`src/rtl/bus_reader64.sv`:
```
// Read sequencer for the shared 64-bit result bus: enable, settle, capture, send as 32-bit beats.
// Optional BUS_READER64_ERR_EN adds an err flag for out-of-range source requests.
module bus_reader64 #(
  parameter int NSRC   = 4,
  parameter int SRCW   = 2,
  parameter int SETTLE = 1
) (
  input  logic            clk,
  input  logic            clr,
  input  logic            req_valid,
  output logic            req_ready,
  input  logic [SRCW-1:0] req_src,
  input  logic            req_lo_only,
  output logic [NSRC-1:0] src_oe,
  input  logic [63:0]     bus,
  output logic            out_valid,
  input  logic            out_ready,
  output logic [31:0]     out_data,
  output logic            out_hi,
`ifdef BUS_READER64_ERR_EN
  output logic            out_last,
  output logic            err
`else
  output logic            out_last
`endif
);

  typedef enum logic [1:0] {
    S_IDLE,
    S_SETTLE,
    S_LO,
    S_HI
  } state_t;

  state_t          state;
  logic [3:0]      cnt;
  logic [63:0]     hold;
  logic            lo_only;
  logic            oor;
  logic            req_oor;
  logic [NSRC-1:0] req_oh;
  logic [63:0]     cap;
  logic            accept;
  logic            done;

  assign req_oor = 32'(req_src) >= 32'(NSRC);
  assign req_oh  = req_oor ? '0 : (NSRC'(1) << req_src);
  assign cap     = oor ? 64'h0 : bus;
  assign accept  = (state == S_IDLE) && req_ready && req_valid;
  assign done    = out_valid && out_ready && out_last;

  always_ff @(posedge clk or negedge clr) begin
    if (!clr) begin
      state     <= S_IDLE;
      req_ready <= 1'b0;
      src_oe    <= '0;
      out_valid <= 1'b0;
      out_data  <= '0;
      out_hi    <= 1'b0;
      out_last  <= 1'b0;
      hold      <= '0;
      cnt       <= '0;
      lo_only   <= 1'b0;
      oor       <= 1'b0;
    end else begin
      unique case (state)
        S_IDLE: begin
          if (accept) begin
            lo_only   <= req_lo_only;
            oor       <= req_oor;
            cnt       <= 4'(SETTLE);
            src_oe    <= req_oh;
            req_ready <= 1'b0;
            state     <= S_SETTLE;
          end else begin
            req_ready <= 1'b1;
          end
        end
        S_SETTLE: begin
          if (cnt == 4'd0) begin
            hold      <= cap;
            src_oe    <= '0;
            out_valid <= 1'b1;
            out_data  <= cap[31:0];
            out_hi    <= 1'b0;
            out_last  <= lo_only;
            state     <= S_LO;
          end else begin
            cnt <= cnt - 4'd1;
          end
        end
        S_LO: begin
          if (!out_ready) begin
            out_data <= hold[31:0];
          end else if (lo_only) begin
            out_valid <= 1'b0;
            req_ready <= 1'b1;
            state     <= S_IDLE;
          end else begin
            out_data <= hold[63:32];
            out_hi   <= 1'b1;
            out_last <= 1'b1;
            state    <= S_HI;
          end
        end
        S_HI: begin
          if (out_ready) begin
            out_valid <= 1'b0;
            req_ready <= 1'b1;
            state     <= S_IDLE;
          end
        end
      endcase
    end
  end

`ifdef BUS_READER64_ERR_EN
  always_ff @(posedge clk or negedge clr) begin
    if (!clr) begin
      err <= 1'b0;
    end else if (accept) begin
      err <= req_oor;
    end else if (done) begin
      err <= 1'b0;
    end
  end
`else
  logic unused_done;
  assign unused_done = done;
`endif

endmodule

```
`config.mk`:
```
export PLATFORM = sky130hd
export DESIGN_NAME = bus_reader64
export DESIGN_NICKNAME = d
export VERILOG_FILES = /design/src/rtl/bus_reader64.sv
export SDC_FILE = /design/constraint.sdc
export NUM_CORES = 1
export LEC_CHECK = 0
export CAP_MARGIN = 15
export CORE_ASPECT_RATIO = 1.2
export CORE_MARGIN = 5
export CORE_UTILIZATION = 35
export CTS_CLUSTER_SIZE = 25
export DETAILED_ROUTE_END_ITERATION = 10
export PLACE_DENSITY = 0.61
export SYNTH_ARGS = -nofsm -noshare
export SYNTH_HDL_FRONTEND = slang
export SYNTH_SLANG_ARGS = --single-unit
export TNS_END_PERCENT = 5
```
`constraint.sdc`:
```
create_clock -name clk -period 3.45 [get_ports clk]
set_input_delay 0.345 -clock clk [delete_from_list [all_inputs] [get_ports clk]]
set_output_delay 0.345 -clock clk [all_outputs]
set_load 0.05 [all_outputs]
```
==> results.json, run 1 <==
{
  "status": "finished, final reports clean",
  "ys_ff_latch": 111,
  "max_stage_delay_ns": 0.78,
  "fin_crit_ns": 2.31,
  "ys_types": 32,
  "root_buffer": "clkbuf_16",
  "wl_per_cell_um": 16.1,
  "fp-row-count": 47,
  "grt.total_usage_pct": 15.9,
  "synthArstFlopShare_pct": 100,
  "hpwlAfterDp_um": 8350,
  "portBuffers": 110,
  "arrival_ns": 2.58,
  "synth_top_area_share_pct": 57.2,
  "fillers": 1343,
  "grt_first_pass_wirelength_um": 21500,
  "drive_gt1_share_pct": 4.72,
  "ys_seq_area_share_pct": 57.2,
  "drc": 0,
  "setup_viol": 0,
  "peakVddDrop_uv": 445,
  "cts_tree": "yes",
  "antenna_found_initial": 0,
  "min_path_type": "in -> async",
  "cp-end-kind": "flop",
  "avgSynthCellArea_um2": 9.37,
  "cts_resized": 0,
  "cp_max_fo": 33,
  "fmaxAchievable_ghz": 0.433,
  "rsz0062_at_grt": "false",
  "cts_buffers": 9,
  "antennaDiodeCount": 0,
  "worst_pin_slew_ns": 1.02,
  "drv_slew": 0,
  "die_area_um2": 16300,
  "multi_input_area_um2": 1880,
  "synthFlopType": "dfrtp_1",
  "grt_max_degree": 97,
  "crit_chain": "nand2b_2 > buf_4 > a21oi_2 > o21bai_4 > a221o_1",
  "ys_top_cells_by_area": "dfrtp_1, nand2_1, a221o_1",
  "drv_cap": 0,
  "postRouteAntennaNets": 0,
  "slew_headroom_pct": 31.7,
  "gp_congestion": 0.751,
  "period_share_pct": 67.0,
  "core_area_um2": 13700,
  "path_class": "reg -> reg",
  "setup_slack_ns": 1.14,
  "htree_levels": 3,
  "fin_skew_ns": 0.00668,
  "synth-warning-count": 0,
  "clk_pin_slew_ns": 0.07,
  "grt_remaining_overflow": 0,
  "startpoint_type": "flop",
  "viasPerCell": 5.08,
  "dp_slack_ns": 0.991,
  "first_pass_iters": 4,
  "power_leakage_uw": 0.00291,
  "die_h_um": 139,
  "insertion_delay_ns": 0.34,
  "area_growth_pct": 30.7,
  "routed_wl_um": 12700,
  "holdBufCountCts": 0,
  "ios": 111,
  "synth_edf_count": 0,
  "nets": 681,
  "clkSinkCount": 111,
  "die_w_um": 117,
  "fin_setup_tns_ns": 0,
  "power_density_nw_per_um2": 939,
  "regArea_um2": 2780,
  "cts.path.max_buffers": 2,
  "yosysMostFrequentCell": "nand2_1",
  "post_cts_buffers": 0,
  "yosys.area.top_type": "dfrtp_1",
  "synth_nets": 590,
  "required_ns": 3.72,
  "crit_slowest_cell": "o21bai_4",
  "grt_pass1_vias": 4189,
  "syn_area_um2": 4850,
  "synth_commonest_cells": "nand2_1, dfrtp_1, a221o_1, a21oi_1, clkbuf_1",
  "drt-initial-drc-count": 290,
  "start_util_pct": 35.4,
  "hold_viol": 0,
  "via_count": 3986,
  "synthCells": 518
}
worst max-delay path, delay by kind of cell, from the launching register on:
family	cells	cell delay (ns)
compound gates	3	1.14
flops	1	0.52
simple gates	1	0.18
buf+inv	1	0.38
through the flow:
step                hold slack (ns)  area, µm²  utilization [%]  instances  power, µW
floorplan                    0.0494       4850                -        518       4190
global placement              0.458       6030             44.0        768       4870
detailed placement            0.463       6050             44.2        769       4970
CTS                           0.176       6340             46.3        785       6030
global route                  0.208       6340             46.3        785       6390
finish                        0.121       6340             46.3        785       5950
sequential cells by signal (all words and copies together), names as in the netlist:
register and flops:
cnt 4, hold 64, lo_only 1, out_data 32, out_hi 1, out_last 1
out_valid 1, req_ready 1, src_oe 4, state 2
where the power goes:
group / internal [µW] / switching [µW]
Combinational: 1010 / 1630
Sequential: 1890 / 395
Clock: 583 / 445
Total: 3490 / 2470
final timing paths:
check / startpoint / to / slack, ns / cells after the start
max: state[0]$_DFFE_PN0P_ / out_data[11]$_DFFE_PN0P_ / 1.14 / 5
min: clr / src_oe[0]$_DFFE_PN0P_ / 0.12 / 1
max reg2reg: state[0]$_DFFE_PN0P_ / out_data[11]$_DFFE_PN0P_ / 1.14 / 5
min reg2reg: hold[43]$_DFFE_PN0P_ / hold[43]$_DFFE_PN0P_ / 0.48 / 2
max in group asynchronous: clr / hold[7]$_DFFE_PN0P_ / 2.43 / 2
min in group clk: hold[43]$_DFFE_PN0P_ / hold[43]$_DFFE_PN0P_ / 0.48 / 2
layout by cell type, fill, tap and decap left out, types with 2 or more instances in the layout:
| cell | instances |
|---|---|
| dfrtp_1 | 111 |
| inv_1 | 4 |
| a21oi_1 | 25 |
| nor2_1 | 16 |
| a221o_1 | 32 |
| o21ai_0 | 5 |
| a22oi_1 | 12 |
| nand3_1 | 3 |
| nand3b_1 | 20 |
| a32o_1 | 3 |
| mux2i_1 | 2 |
| o21ai_1 | 3 |
| clkdlybuf4s50_1 | 109 |
| clkbuf_16 | 9 |
| nor3_1 | 5 |
| clkbuf_1 | 3 |
| nor2b_1 | 2 |
| nand2_1 | 225 |
| buf_4 | 7 |
layer usage:
metal	wire length (µm)	global-route usage, %
met1	5460	20.9
met2	6410	26.4
met5	0	0
met3	639	3.47
met4	150	4.59
kinds of logic after synthesis:
family / after synthesis / share of synthesized area, %
simple gates: 279 / 24.4
flops: 111 / 57.2
compound gates: 84 / 13.4
buf+inv: 41 / 4.25
mux: 2 / 0.412
fa+ha+maj: 1 / 0.258
cell type report:
type / instances / area share, %
multi-input combinational: 366 / 29.6
inverter: 4 / 0.237
timing repair buffer: 117 / 18.3
sequential: 111 / 43.8
tap: 171 / 3.37
clock inverter: 3 / 0.671
clock buffer: 13 / 3.95
No activity file was read; power rests on OpenSTA's default activity.
==> run 2, diff against run 1 <==
Clock period 3.45 ns to 2.4 ns, I/O delays scaled along.
==> results.json, run 2 (synthesized netlist as in run 1, its figures left out) <==
{
  "most-common-layout-cells": "nand2_1, dfrtp_1, clkdlybuf4s50_1, a221o_1, a21oi_1",
  "insertion_delay_ns": 0.34,
  "drc": 0,
  "drt-initial-drc-count": 265,
  "fmaxAchievable_ghz": 0.485,
  "rsz0062_at_grt": "false",
  "clkSinkCount": 111,
  "die_area_um2": 16300,
  "die_h_um": 139,
  "hpwlAfterDp_um": 8770,
  "multi_input_area_um2": 1880,
  "cts.path.max_buffers": 2,
  "regArea_um2": 2780,
  "via_count": 4016,
  "grt_pass1_vias": 4129,
  "cp_max_fo": 32,
  "cts_buffers": 9,
  "ios": 111,
  "portBuffers": 110,
  "arrival_ns": 2.29,
  "nets": 689,
  "grt_remaining_overflow": 0,
  "power_density_nw_per_um2": 1360,
  "drive_gt1_share_pct": 6.27,
  "min_path_type": "in -> reg",
  "final_cells": 793,
  "path_class": "reg -> reg",
  "fin_setup_tns_ns": 0,
  "peakVddDrop_uv": 571,
  "viasPerCell": 5.06,
  "final_common_cell": "nand2_1",
  "period_share_pct": 86.0,
  "wl_per_cell_um": 16.1,
  "root_buffer": "clkbuf_16",
  "drv_cap": 0,
  "power_leakage_uw": 0.00298,
  "cp-end-kind": "flop",
  "antenna_found_initial": 0,
  "fillers": 1309,
  "dp_cells": 776,
  "htree_levels": 3,
  "grt_max_degree": 57,
  "fin_skew_ns": 0.00692,
  "placed_cell_area_um2": 6130,
  "cts_tree": "yes",
  "drv_slew": 0,
  "required_ns": 2.63,
  "slew_headroom_pct": 32.0,
  "worst_pin_slew_ns": 1.02,
  "status": "finished, final reports clean",
  "antennaDiodeCount": 0,
  "first_pass_iters": 5,
  "setup_viol": 0,
  "reg.largest.list": "hold: 64 flops, out_data: 32 flops",
  "core_area_um2": 13700,
  "gp_congestion": 0.796,
  "total_power_uw": 8780,
  "crit_chain": "inv_1 > ha_1 > nor3b_4 > nor2_2 > o21bai_4 > a221o_1",
  "fin_crit_ns": 2.06,
  "fp-row-count": 47,
  "clk_pin_slew_ns": 0.07,
  "crit_slowest_cell": "dfrtp_1",
  "stdcell_area_um2": 6470,
  "regMostFlops": "hold",
  "largest_reg_flops": 64,
  "die_w_um": 117,
  "area_growth_pct": 33.3,
  "hold_viol": 0,
  "routed_wl_um": 12700,
  "startpoint_type": "flop",
  "max_stage_delay_ns": 0.41,
  "post_cts_buffers": 0,
  "postRouteAntennaNets": 0,
  "start_util_pct": 35.4,
  "grt_first_pass_wirelength_um": 21200,
  "grt.total_usage_pct": 15.7,
  "utilization_pct": 47.2
}
run 2: per-layer routing:
metal  part of all wire (%)  GRT usage (%)  up-vias
li1                       -              -     1928
met1                     43           20.2     1983
met2                     50           26.0       93
met3                    4.6           3.43       12
met4                    1.7           5.62        0
met5                      0              0        -
run 2: area by class of cell:
class,count,share of cell area [%]
Clock inverter,5,1.24
Sequential cell,111,42.9
Tap cell,171,3.31
Timing Repair Buffer,125,19.3
Multi-Input combinational cell,366,29.0
Clock buffer,11,3.91
Inverter,4,0.232
run 2: power breakdown:
part / leakage [µW] / total [µW] / internal (µW) / switching [µW]
logic: 0.00143 / 3890 / 1510 / 2390
clock network: 0.000158 / 1630 / 970 / 663
registers: 0.00139 / 3250 / 2730 / 526
total: 0.00298 / 8780 / 5200 / 3570
run 2: final timing paths:
check	slack, ns	depth (start not counted)	start	to
setup / recovery	0.34	6	cnt[0]$_DFFE_PN0P_	out_data[7]$_DFFE_PN0P_
hold / removal	0.42	3	bus[43]	hold[43]$_DFFE_PN0P_
setup reg to reg	0.34	6	cnt[0]$_DFFE_PN0P_	out_data[7]$_DFFE_PN0P_
hold reg to reg	0.47	2	hold[36]$_DFFE_PN0P_	hold[36]$_DFFE_PN0P_
max in group asynchronous	1.26	3	clr	hold[4]$_DFFE_PN0P_
min in group asynchronous	0.46	2	clr	out_data[14]$_DFFE_PN0P_
run 2: stage by stage:
step / setup WS, ns / hold WS [ns]
6_report: 0.337 / 0.421
5_1_grt: 0.202 / 0.407
4_1_cts: 0.311 / 0.408
3_5_place_dp: 0.200 / 0.309
3_3_place_gp: 0.276 / 0.305
2_1_floorplan: 0.658 / -0.0556
run 2: worst max-delay path: cells and delay by family, from the launching register on:
kind,cells,cell delay (ns)
compound gates,2,0.79
flops,1,0.41
buf+inv,1,0.07
fa+ha+maj,1,0.22
simple gates,2,0.42
run 2: what timing repair did:
| action | 4_1_cts | 5_1_grt |
|---|---|---|
| endpoints found under the setup margin | 0 | 0 |
| hold endpoints to repair | 46 | 0 |
| hold buffers | 1 | 0 |
| gates resized for setup | 0 | 0 |
==> run 3, diff against run 2 <==
Settings changed: CELL_PAD_IN_SITES_DETAIL_PLACEMENT set to 0, CELL_PAD_IN_SITES_GLOBAL_PLACEMENT set to 1, PLACE_DENSITY 0.61 to 0.77.
==> results.json, run 3 (synthesized netlist as in run 1, its figures left out) <==
{
  "cts_buffers": 9,
  "die_h_um": 139,
  "root_buffer": "clkbuf_16",
  "drc": 0,
  "clk_pin_slew_ns": 0.07,
  "final_common_cell": "nand2_1",
  "power_leakage_uw": 0.00293,
  "period_share_pct": 86.8,
  "peakVddDrop_uv": 597,
  "die_area_um2": 16300,
  "crit_chain": "inv_1 > ha_1 > nor3b_4 > nor2_2 > o21bai_4 > a221o_1",
  "grt.total_usage_pct": 15.8,
  "crit_slowest_cell": "o21bai_4",
  "r2r_slack_ns": 0.32,
  "cts_tree": "yes",
  "grt_first_pass_wirelength_um": 21300,
  "r2r_cells": 6,
  "drv_slew": 0,
  "setup_viol": 0,
  "portBuffers": 110,
  "drive_gt1_share_pct": 5.35,
  "drv_cap": 0,
  "via_count": 4013,
  "core_area_um2": 13700,
  "nets": 684,
  "wl_per_cell_um": 16.5,
  "fillers": 1372,
  "routed_wl_um": 13000,
  "worstHoldPathCells": 3,
  "first_pass_iters": 4,
  "fmaxAchievable_ghz": 0.480,
  "fp-row-count": 47,
  "area_growth_pct": 31.6,
  "gp_congestion": 0.728,
  "die_w_um": 117,
  "worst_pin_slew_ns": 0.957,
  "rsz0062_at_grt": "false",
  "most-common-layout-cells": "nand2_1, dfrtp_1, clkdlybuf4s50_1, a221o_1, a21oi_1",
  "min-delay-start": "bus[38]",
  "insertion_delay_ns": 0.35,
  "antenna_found_initial": 0,
  "power_density_nw_per_um2": 1350,
  "arrival_ns": 2.31,
  "critical-path-top-delay-family": "compound AO/OA/AOI/OAI gates",
  "fin_crit_ns": 2.08,
  "min_path_type": "in -> reg",
  "hpwlAfterDp_um": 8540,
  "regMostFlops": "hold",
  "status": "finished, final reports clean",
  "fin_setup_tns_ns": 0,
  "startpoint_type": "flop",
  "antennaDiodeCount": 0,
  "path_class": "reg -> reg",
  "post_cts_buffers": 0,
  "r2r_end": "out_data[22]$_DFFE_PN0P_",
  "cts.path.max_buffers": 2,
  "start_util_pct": 35.4,
  "reg.largest.list": "hold: 64 flops, out_data: 32 flops",
  "max_stage_delay_ns": 0.43,
  "hold_viol": 0,
  "cp-end-kind": "flop",
  "ios": 111,
  "path_buf_inv": 1,
  "grt_pass1_vias": 4133,
  "clkSinkCount": 111,
  "required_ns": 2.63,
  "grt_remaining_overflow": 0,
  "fin_skew_ns": 0.00753,
  "largest_reg_flops": 64,
  "grt_max_degree": 97,
  "drt-initial-drc-count": 210,
  "postRouteAntennaNets": 0,
  "viasPerCell": 5.09,
  "regToRegStartpoint": "cnt[0]$_DFFE_PN0P_",
  "total_power_uw": 8630,
  "holdPathEnd": "hold[38]$_DFFE_PN0P_",
  "cp_max_fo": 32,
  "slew_headroom_pct": 36.1,
  "htree_levels": 3
}
run 3: cell types whose count changed in the layout (fill, tap and decap cells not counted), sizes merged:
cell | before | now
inv | 4 | 6
buf | 15 | 10
clkbuf | 11 | 10
clkinv | 1 | 2
clkinvlp | 2 | 1
bufinv | 2 | 1
run 3: report_power, final:
group | leakage (µW) | internal [µW] | switching [µW]
clock | 0.000143 | 819 | 697
combinational | 0.00140 | 1470 | 2390
sequential | 0.00139 | 2720 | 539
total | 0.00293 | 5010 | 3630
run 3: timing repair:
item	4_1_cts	5_1_grt
resized for setup	0	0
hold endpoints to repair	41	0
hold buffers	1	0
endpoints found under the setup margin	0	0
run 3: worst max-delay path by stage:
stage,to,depth (start not counted),startpoint,slack [ns]
after floorplan,out_data[0]$_DFFE_PN0P_,7,cnt[0]$_DFFE_PN0P_,0.66
after global placement,out_data[22]$_DFFE_PN0P_,5,out_ready,0.28
after detailed placement,out_data[26]$_DFFE_PN0P_,5,out_ready,0.24
after CTS,out_data[23]$_DFFE_PN0P_,6,cnt[0]$_DFFE_PN0P_,0.30
after global routing,out_data[14]$_DFFE_PN0P_,6,cnt[0]$_DFFE_PN0P_,0.17
final,out_data[22]$_DFFE_PN0P_,6,cnt[0]$_DFFE_PN0P_,0.32
run 3: cell type report:
type / instances / area, µm² / area share (%)
Timing Repair Buffer: 120 / 1200 / 18.8
Multi-Input combinational cell: 366 / 1880 / 29.4
Sequential cell: 111 / 2780 / 43.5
Inverter: 4 / 15.0 / 0.235
Tap cell: 171 / 214 / 3.35
Clock buffer: 10 / 229 / 3.59
Clock inverter: 6 / 68.8 / 1.08
run 3: through the flow:
step | hold slack (ns) | cell area [µm²] | cells | worst slack [ns] | utilization, %
detailed placement | 0.284 | 6080 | 771 | 0.239 | 44.4
CTS | 0.405 | 6380 | 788 | 0.301 | 46.6
floorplan | -0.0556 | 4850 | 518 | 0.658 | -
finish | 0.413 | 6380 | 788 | 0.317 | 46.6
global route | 0.418 | 6380 | 788 | 0.168 | 46.6
global placement | 0.271 | 6080 | 771 | 0.282 | 44.4
run 3: metal layers:
layer,vias up,wire length (µm),GRT usage [%],share of wire (%)
met3,7,597,3.79,4.6
met5,-,0,0,0
met1,1995,5810,20.5,45
met2,89,6430,26.5,50
met4,0,131,4.17,1.0
li1,1922,-,-,-
run 3: worst register-to-register path, cell delays in order, from the launching register on:
cell	delay, ns
dfrtp_1	0.41
inv_1	0.07
ha_1	0.23
nor3b_4	0.32
nor2_2	0.10
o21bai_4	0.43
a221o_1	0.41
